$ cat src/rtl/input_buffer_b3_reader_pkg.sv
`default_nettype none
// ============================================================================
// Package   : ecgai_buf_pkg
// Purpose   : Shared geometry and state encoding for the layer-3 input
//             buffer. Used by both the read sequencer and the write-side
//             controller so both agree on bank count, widths and depth.
// Contents  : BUF_NBANK, BUF_DW, BUF_AW, BUF_DEPTH, rd_state_t
// Revision  : 1.0 - initial release
// ============================================================================
package ecgai_buf_pkg;

  localparam int BUF_NBANK = 16;  // RAM banks read in lockstep
  localparam int BUF_DW    = 32;  // data width per bank
  localparam int BUF_AW    = 4;   // RAM address width
  localparam int BUF_DEPTH = 14;  // valid rows per bank

  // Reader sequencer states
  typedef enum logic [1:0] {
    IDLE  = 2'd0,
    RUN   = 2'd1,
    DRAIN = 2'd2,
    DONE  = 2'd3
  } rd_state_t;

endpackage
`default_nettype wire

$ cat src/rtl/input_buffer_b3_reader_skid_fifo2.sv
`default_nettype none
// ============================================================================
// Module    : skid_fifo2
// Purpose   : Two-entry first-in first-out buffer that absorbs the read data
//             already in flight when the downstream consumer stalls.
// Ports     : clk, rst_n  - clock, asynchronous active-low clear
//             push, din   - write an entry (never issued when full)
//             pop         - drop the head entry (never issued when empty)
//             head        - oldest entry, stable until popped
//             count       - number of valid entries (0..2)
// Revision  : 1.0 - initial release
// ============================================================================
module skid_fifo2 #(
  parameter int W = 8
) (
  input  logic         clk,
  input  logic         rst_n,
  input  logic         push,
  input  logic         pop,
  input  logic [W-1:0] din,
  output logic [W-1:0] head,
  output logic [1:0]   count
);

  logic [W-1:0] mem [2];
  logic         wr_ptr;
  logic         rd_ptr;

  always_ff @(posedge clk or negedge rst_n) begin
    if (!rst_n) begin
      mem[0] <= '0;
      mem[1] <= '0;
      wr_ptr <= 1'b0;
      rd_ptr <= 1'b0;
      count  <= 2'd0;
    end else begin
      if (push) begin
        mem[wr_ptr] <= din;
        wr_ptr      <= ~wr_ptr;
      end
      if (pop) begin
        rd_ptr <= ~rd_ptr;
      end
      // Simultaneous push and pop leaves the occupancy unchanged.
      count <= count + {1'b0, push} - {1'b0, pop};
    end
  end

  // Head is read straight from storage so it is zero after reset and holds
  // still while the consumer stalls.
  assign head = mem[rd_ptr];

endmodule
`default_nettype wire

$ cat src/rtl/input_buffer_b3_reader.sv
`default_nettype none
// ============================================================================
// Module    : input_buffer_b3_reader
// Purpose   : Read-side sequencer for the 16-bank layer-3 input buffer. One
//             start command reads rows 0..len-1 from all banks in lockstep and
//             streams each row as one wide beat on a valid/ready interface.
// Ports     : clk, rst_n            - clock, asynchronous active-low reset
//             start, rd_len         - command pulse and row count (clamped)
//             busy, done            - command in progress / completion pulse
//             ram_ena, ram_wea      - per-bank enable / write enable (0)
//             ram_addr, ram_dout    - per-bank address / read data
//             m_data, m_valid,
//             m_ready, m_last       - output beat stream to the PE array
// Revision  : 1.0 - initial release
// ============================================================================
module input_buffer_b3_reader
  import ecgai_buf_pkg::*;
#(
  parameter int NBANK  = BUF_NBANK,
  parameter int DW     = BUF_DW,
  parameter int AW     = BUF_AW,
  parameter int DEPTH  = BUF_DEPTH,
  parameter int RD_LAT = 1
) (
  input  logic                clk,
  input  logic                rst_n,
  input  logic                start,
  input  logic [AW-1:0]       rd_len,
  output logic                busy,
  output logic                done,
  output logic [NBANK-1:0]    ram_ena,
  output logic [NBANK-1:0]    ram_wea,
  output logic [NBANK*AW-1:0] ram_addr,
  input  logic [NBANK*DW-1:0] ram_dout,
  output logic [NBANK*DW-1:0] m_data,
  output logic                m_valid,
  input  logic                m_ready,
  output logic                m_last
);

  localparam int BW = NBANK * DW;

  rd_state_t         state;
  rd_state_t         state_nx;
  logic [AW-1:0]     row;
  logic [AW-1:0]     len;
  logic [AW-1:0]     len_clamped;
  logic [RD_LAT-1:0] lat_vld;    // one bit per read still inside the RAM
  logic [RD_LAT-1:0] lat_last;   // matching last-row flag
  logic [2:0]        inflight;
  logic [2:0]        occupancy;
  logic              issue;
  logic              last_issue;
  logic              pop;
  logic              push;
  logic              drained;
  logic [1:0]        fifo_count;
  logic [BW:0]       fifo_head;

  assign len_clamped = (rd_len > AW'(DEPTH)) ? AW'(DEPTH) : rd_len;

  // Reads already issued but not yet captured by the FIFO.
  always_comb begin
    inflight = 3'd0;
    for (int i = 0; i < RD_LAT; i++) begin
      inflight = inflight + 3'(lat_vld[i]);
    end
  end

  assign occupancy = 3'(fifo_count) + inflight;
  assign pop       = m_valid & m_ready;
  assign push      = lat_vld[RD_LAT-1];

  // Every issued read is guaranteed a FIFO slot: occupancy after this
  // cycle's pop must leave room for one more. Crediting the same-cycle pop
  // is what lets a 2-entry FIFO sustain one beat per cycle.
  assign issue      = (state == RUN) && (occupancy < (3'd2 + 3'(pop)));
  assign last_issue = issue && (row == (len - AW'(1)));

  // Nothing left to deliver once the current head leaves this cycle.
  assign drained = (inflight == 3'd0) && (fifo_count == {1'b0, pop});

  always_comb begin
    state_nx = state;
    case (state)
      IDLE: begin
        if (start) begin
          state_nx = (len_clamped == '0) ? DONE : RUN;
        end
      end
      RUN: begin
        if (last_issue) begin
          state_nx = DRAIN;
        end
      end
      DRAIN: begin
        if (drained) begin
          state_nx = DONE;
        end
      end
      DONE:    state_nx = IDLE;
      default: state_nx = IDLE;
    endcase
  end

  always_ff @(posedge clk or negedge rst_n) begin
    if (!rst_n) begin
      state    <= IDLE;
      row      <= '0;
      len      <= '0;
      lat_vld  <= '0;
      lat_last <= '0;
    end else begin
      state <= state_nx;
      if ((state == IDLE) && start) begin
        row <= '0;
        len <= len_clamped;
      end else if (issue && !last_issue) begin
        // Row stops at len-1, which never exceeds DEPTH-1.
        row <= row + AW'(1);
      end
      lat_vld[0]  <= issue;
      lat_last[0] <= last_issue;
      for (int i = 1; i < RD_LAT; i++) begin
        lat_vld[i]  <= lat_vld[i-1];
        lat_last[i] <= lat_last[i-1];
      end
    end
  end

  skid_fifo2 #(
    .W(BW + 1)
  ) u_fifo (
    .clk   (clk),
    .rst_n (rst_n),
    .push  (push),
    .pop   (pop),
    .din   ({lat_last[RD_LAT-1], ram_dout}),
    .head  (fifo_head),
    .count (fifo_count)
  );

  assign ram_ena  = {NBANK{issue}};
  assign ram_wea  = '0;
  assign ram_addr = {NBANK{row}};
  assign busy     = (state != IDLE);
  assign done     = (state == DONE);
  assign m_valid  = (fifo_count != 2'd0);
  assign m_data   = fifo_head[BW-1:0];
  assign m_last   = m_valid & fifo_head[BW];

endmodule
`default_nettype wire

$ cat config.mk
export PLATFORM = sky130hd
export DESIGN_NAME = input_buffer_b3_reader
export DESIGN_NICKNAME = d
export VERILOG_FILES = /design/src/rtl/input_buffer_b3_reader_pkg.sv /design/src/rtl/input_buffer_b3_reader_skid_fifo2.sv /design/src/rtl/input_buffer_b3_reader.sv
export SDC_FILE = /design/constraint.sdc
export NUM_CORES = 1
export LEC_CHECK = 0
export BUFFER_PORTS_ARGS = -buffer_cell sky130_fd_sc_hd__buf_2
export CAP_MARGIN = 20
export CORE_AREA = 2 2 442 444
export DETAILED_ROUTE_END_ITERATION = 10
export DIE_AREA = 0 0 444 446
export PLACE_DENSITY_LB_ADDON = 0.2
export SYNTH_ARGS = -nofsm -noshare
export SYNTH_HDL_FRONTEND = slang
export SYNTH_SLANG_ARGS = --single-unit
$ cat constraint.sdc
create_clock -name clk -period 3.1 [get_ports clk]
set_clock_uncertainty 0.15 [all_clocks]
set_input_delay 0.31 -clock clk [delete_from_list [all_inputs] [get_ports clk]]
set_output_delay 0.31 -clock clk [all_outputs]
set_load 0.05 [all_outputs]
Word level (Yosys, flattened, before mapping)
Cells that the tools add are included.
Widths: inputs -> output; s select.
{"block": "word_totals", "latchBits": 0, "ff_bits": 1042, "rom_bits": 0, "mem_bits_rw": 0, "word_cells": 63, "n_memories": 0}
{"block": "classes", "shift": 0, "bitwise_logic": 6, "muxes": 14, "n_div": 0, "order_cmp": 5, "add_sub_neg": 6, "eq_ne": 8, "n_mul": 0, "n_reduce_logical": 14}
{"op": "$mux 513", "n": 4}
{"op": "$bwmux 1026", "n": 1}
{"op": "$demux 513 s1", "n": 1}
{"op": "$mux 4", "n": 3}
{"op": "$mux 2", "n": 4}
{"op": "$pmux 2 s4", "n": 1}
{"op": "$logic_and 1x1->1", "n": 6}
{"op": "$ne 2x2->1 const B", "n": 3}
{"op": "$reduce_bool 2->1", "n": 3}
{"op": "$add 4x1->4 const B", "n": 1}
{"op": "$eq 2x2->1 const B", "n": 2}
{"op": "$eq 4x4->1", "n": 1}
{"op": "$ge 2x2->1 const B", "n": 2}
{"op": "$gt 4x4->1 const B", "n": 1}
{"op": "$logic_not 4->1", "n": 1}
{"op": "$not 1->2", "n": 2}
{"op": "$sub 4x1->4 const B", "n": 1}
{"op": "$add 2x1->3", "n": 1}
{"op": "$add 2x1->3 const A", "n": 1}
{"op": "$logic_not 3->1", "n": 1}
{"op": "$lt 3x3->1", "n": 1}
{"op": "$reduce_and 3->1", "n": 1}
{"op": "$add 2x1->2", "n": 1}
{"op": "$and 1x1->1", "n": 2}
{"op": "other kinds (7)", "n": 8}

Longest topological paths before layout
{"block": "depth", "word_depth": 10, "mapped_depth": 8, "mapped_depth_nobuf": 8}

Cells and area by module
A second synthesis with hierarchy kept.
{"block": "hier_totals", "hier_cells": 2917, "area_unflattened_um2": 45610.0}
{"module": "skid_fifo2", "area_each_um2": 44162.4, "instances": 1, "cells_per_inst": 2749, "seq_area_each_um2": 25774.7}
{"module": "input_buffer_b3_reader", "area_each_um2": 1447.6, "instances": 1, "cells_per_inst": 168, "seq_area_each_um2": 300.3}

Worst setup path before layout
No wires, ideal clock.
{"block": "synth_timing", "kind": "register -> register", "start": "register lat_vld", "end": "register row[2]", "stages_incl_launch_ff": 9, "n_path_buf": 0, "setup_ps": 69, "required_ps": 2881, "setup_slack_ps": 739, "t_arrival_ps": 2142, "path_cell_list": "dfrtp_1 ha_1 ha_1 nor3b_1 a21oi_1 inv_1 o21ai_2 or4b_1 nand2_1"}
{"block": "synth_via", "elab_chain_cells": 7}
{"element": "from (decl)", "line_no": "input_buffer_b3_reader.sv:48", "text": "logic [RD_LAT-1:0] lat_vld;"}
{"element": "from (signal, indexed assignment)", "line_no": "input_buffer_b3_reader.sv:125", "text": "lat_vld[i] <= lat_vld[i-1];"}
{"element": "$add 2x1->3 *", "line_no": "input_buffer_b3_reader.sv:70", "text": "assign occupancy = 3'(fifo_count) + inflight;"}
{"element": "$lt 3x3->1 *", "line_no": "input_buffer_b3_reader.sv:77", "text": "assign issue = (state == RUN) && (occupancy < (3'd2 + 3'(pop)));"}
{"element": "$logic_and 1x1->1 *", "line_no": "input_buffer_b3_reader.sv:77"}
{"element": "named net issue", "line_no": "input_buffer_b3_reader.sv:52", "text": "logic issue;"}
{"element": "$logic_and 1x1->1", "line_no": "input_buffer_b3_reader.sv:78", "text": "assign last_issue = issue && (row == (len - AW'(1)));"}
{"element": "$logic_not 1->1", "line_no": "input_buffer_b3_reader.sv:118", "text": "end else if (issue && !last_issue) begin"}
{"element": "$logic_and 1x1->1 *", "line_no": "input_buffer_b3_reader.sv:118"}
{"element": "$reduce_bool 2->1 (no line) *"}
{"element": "to (signal assigned)", "line_no": "input_buffer_b3_reader.sv:120", "text": "row <= row + AW'(1);"}
{"element": "to (decl)", "line_no": "input_buffer_b3_reader.sv:45", "text": "logic [AW-1:0] row;"}
Mark *: on every way through the listed nets, which the timed path passes. The rest lies on a longest branch.
A chain may end at the register's enable or synchronous reset.

Final worst setup path
{"block": "layout_timing", "start": "register u_fifo.rd_ptr", "end": "output m_data[391]"}
{"block": "layout_via", "elab_chain_cells": 4}
{"element": "from (decl)", "line_no": "input_buffer_b3_reader_skid_fifo2.sv:27", "text": "logic rd_ptr;"}
{"element": "from (signal assigned)", "line_no": "input_buffer_b3_reader_skid_fifo2.sv:42", "text": "rd_ptr <= ~rd_ptr;"}
{"element": "$not 1->2 (implied by the code)", "line_no": "input_buffer_b3_reader_skid_fifo2.sv:51", "text": "assign head = mem[rd_ptr];"}
{"element": "$mux 513 (implied by the code) (3 in a row)", "line_no": "input_buffer_b3_reader_skid_fifo2.sv:51"}
{"element": "to (decl)", "line_no": "input_buffer_b3_reader.sv:35", "text": "output logic [NBANK*DW-1:0] m_data,"}
Every way passes these cells. The select of a mux whose other input is x is not followed.

==> metrics <==
outcome complete, no violations; worst setup slack after placement between 0.5 and 0.6 ns; flip-flop and latch area 26080 sq um; Die Y 446 microns; slowest cell on the critical path sky130_fd_sc_hd__dfrtp_4; sequential area share after synthesis 0.5736; final net count 5086; cell at the root of the clock tree sky130_fd_sc_hd__clkbuf_16; source of the critical timing path u_fifo.rd_ptr$_DFFE_PN0P_; class of the tightest hold or removal check in2async; clock slew seen by the registers of the worst setup and hold paths 0.06 ns; clk_lat worst skew about 0.75 ns; vias per std cell 4.187; Worst Path Max Fanout 75; post-route antenna net violation count 0; deepest level of the CTS H-tree 4; most common library cell in the layout ignoring fill and taps sky130_fd_sc_hd__mux2_2; transition time at the pin with the least slew margin between 0.8 and 0.9 ns; count of TritonRoute iterations in the first routing pass 4; number of buffers and inverters on the critical path 3; flop2flop setup slack 0.64 ns; average routed wire per standard cell approximately 21 microns; Primary FF master, synth sky130_fd_sc_hd__dfrtp_1; total routing resource utilization after global routing 0.1474; Max Clk Rate 0.3315 GHz; area used by multi-input combinational logic 17910 sq um; vias in the first global route roughly 33k; setup repair after global routing missed its margin true; leftover overflow at the end of global routing 0; number of max-slew violations in the final report 0; final setup violation count 0; depth of the most critical reg-to-reg path 9; crit path cell chain buf_12 -> buf_16 -> mux2_2 -> buf_2; final critical path time including I/O delays and setup 3.016 ns; start of the worst register-to-register path lat_vld$_DFF_PN0_; max-capacitance violation count 0; post-route clock period utilization 0.9730; Horiz. Die Dim 444 microns; Worst R2R End row[2]$_DFFE_PN0P_; number of buffers added on ports ~1.1k; post-synthesis average cell area 15.58 sq um; global-route wire length before repair 221.0 mm; Filler Cell Count 19.36k; critical path start-end classification reg2out; number of CTS-inserted buffers approximately 130; final WL about 150 mm; Relative slew margins 0.4471; final count of hold timing violations 0; growth of design area from synthesis to finish 41.18%; post-detailed-route DRC marker count 0; commonest non-fill, non-tap cells in the layout sky130_fd_sc_hd__mux2_2 (1541), sky130_fd_sc_hd__buf_2 (1098), sky130_fd_sc_hd__dfrtp_1 (1040); vias post-DR approximately 30k; standard-cell row count 162; number of enable flip-flop cells after synthesis 0; clock tree buffer depth 3; cell taking the most area after synthesis sky130_fd_sc_hd__dfrtp_1; cells after synthesis 2917; fraction of synthesized cell area taken by the top area cell type 0.5736; number of different library cells in the post-synthesis netlist 32; register bit count reported by yosys 1042; leading cell types by total area after synthesis sky130_fd_sc_hd__dfrtp_1 (57%), sky130_fd_sc_hd__mux2_2 (38%), sky130_fd_sc_hd__buf_2 (1.7%), sky130_fd_sc_hd__buf_4 (1.5%), sky130_fd_sc_hd__ha_1 (0.30%); CTS tree done; starting utilization of the core area 0.2349; Warnings, synthesis 0; WP data required 2.64 ns; CP top delay family buffers and inverters; final sum of negative setup slack 0 ns; DRT iter0 DRCs 925; async set or reset register ratio after synthesis 1.000; half-perimeter wire length after placement 108.3 mm; maximum number of pins on one net before global-route repair between 70 and 80; clk sink count 1042; Slowest Stage Delay on Critical Path 0.44 ns; die outline area 198000 sq um; kind of launch point of the worst setup path flop; Netlist Area Pre-Place 45460 sq um; Critical Path Sink Type output port; Final WS setup ~0.084 ns; core area just under 200000 sq um; number of top-level pins 1132; arrival time at the worst endpoint 2.56 ns; fraction of final layout cells sized beyond drive strength 1 0.6413; number of antenna violations at the first check in global routing 15; utilization after layout 0.3316; Final GP Congestion 0.7990
## final cells by class
cell class	instances	area share
clock buffers	205	0.06386
multi-input cells	1618	0.2790
flip-flops and latches	1042	0.4063
inverters	10	0.0005848
well taps	2542	0.04956
repair buffers	1749	0.1940
clock inverters	40	0.006141
diodes	12	0.0004679
## cell usage after synthesis, drive strengths merged (3+ instances only)
| cell type | number |
|---|---|
| nand2 | 6 |
| nor2 | 3 |
| ha | 11 |
| xnor2 | 4 |
| buf | 243 |
| inv | 10 |
| nand3 | 4 |
| a21oi | 6 |
| clkbuf | 19 |
| mux2 | 1541 |
| o21ai | 4 |
| xor2 | 5 |
| nor3 | 3 |
| dfrtp | 1042 |
## registers in the layout (all words and copies together), names as in the netlist
signal,flops
u_fifo.rd_ptr,1
u_fifo.wr_ptr,1
row,4
lat_last,1
u_fifo.mem,1026
state,2
len,4
lat_vld,1
u_fifo.count,2
## routing by layer
layer,routed length [microns],vias up,GRT usage
li1,-,13690,-
met1,61360,15550,0.1762
met2,75970,754,0.2580
met3,7462,224,0.03538
met4,4608,2,0.04957
met5,12,-,0
## through the flow
step / instance area (sq um) / hold slack (ns) / cells
after floorplan: 45520 / -0.1356 / 2932
after global placement: 54240 / 0.2125 / 6437
after detailed placement: 54240 / 0.2132 / 6437
after CTS: 64070 / 0.003182 / 7206
after global routing: 64160 / 0.04767 / 7211
final: 64180 / 0.07634 / 7218
## how the worst max path moves through the flow
stage / to / slack, ns / cells past startpoint
finish: m_data[391] / 0.08 / 4
global route: m_data[391] / -0.02 / 4
CTS: ram_ena[1] / -0.04 / 7
detailed placement: row[2]$_DFFE_PN0P_ / 0.59 / 9
global placement: row[2]$_DFFE_PN0P_ / 0.49 / 9
floorplan: row[2]$_DFFE_PN0P_ / 0.74 / 8
## timing repair
action	CTS	global route
gates resized for setup	19	21
buffers inserted	2	0
hold buffers	521	0
endpoints found under the hold margin	1642	0
cloned	1	0
setup endpoints to repair	129	27
## kinds of logic (layout without fill, tap and decap cells)
family / count (synthesis) / count (layout) / synth area share
multiplexers: 1543 / 1543 / 0.3821
flip-flops: 1042 / 1042 / 0.5736
buffers and inverters: 272 / 2004 / 0.03418
AND/OR/NAND/NOR: 23 / 23 / 0.002780
AO/OA/AOI/OAI: 15 / 15 / 0.001982
adder cells (fa/ha/maj): 11 / 11 / 0.003027
XOR/XNOR: 10 / 10 / 0.002229
other: 1 / 28 / 0.00008249
Power is not shown: default switching activity piles up to over one toggle a cycle in this logic, so the estimate is an artifact.
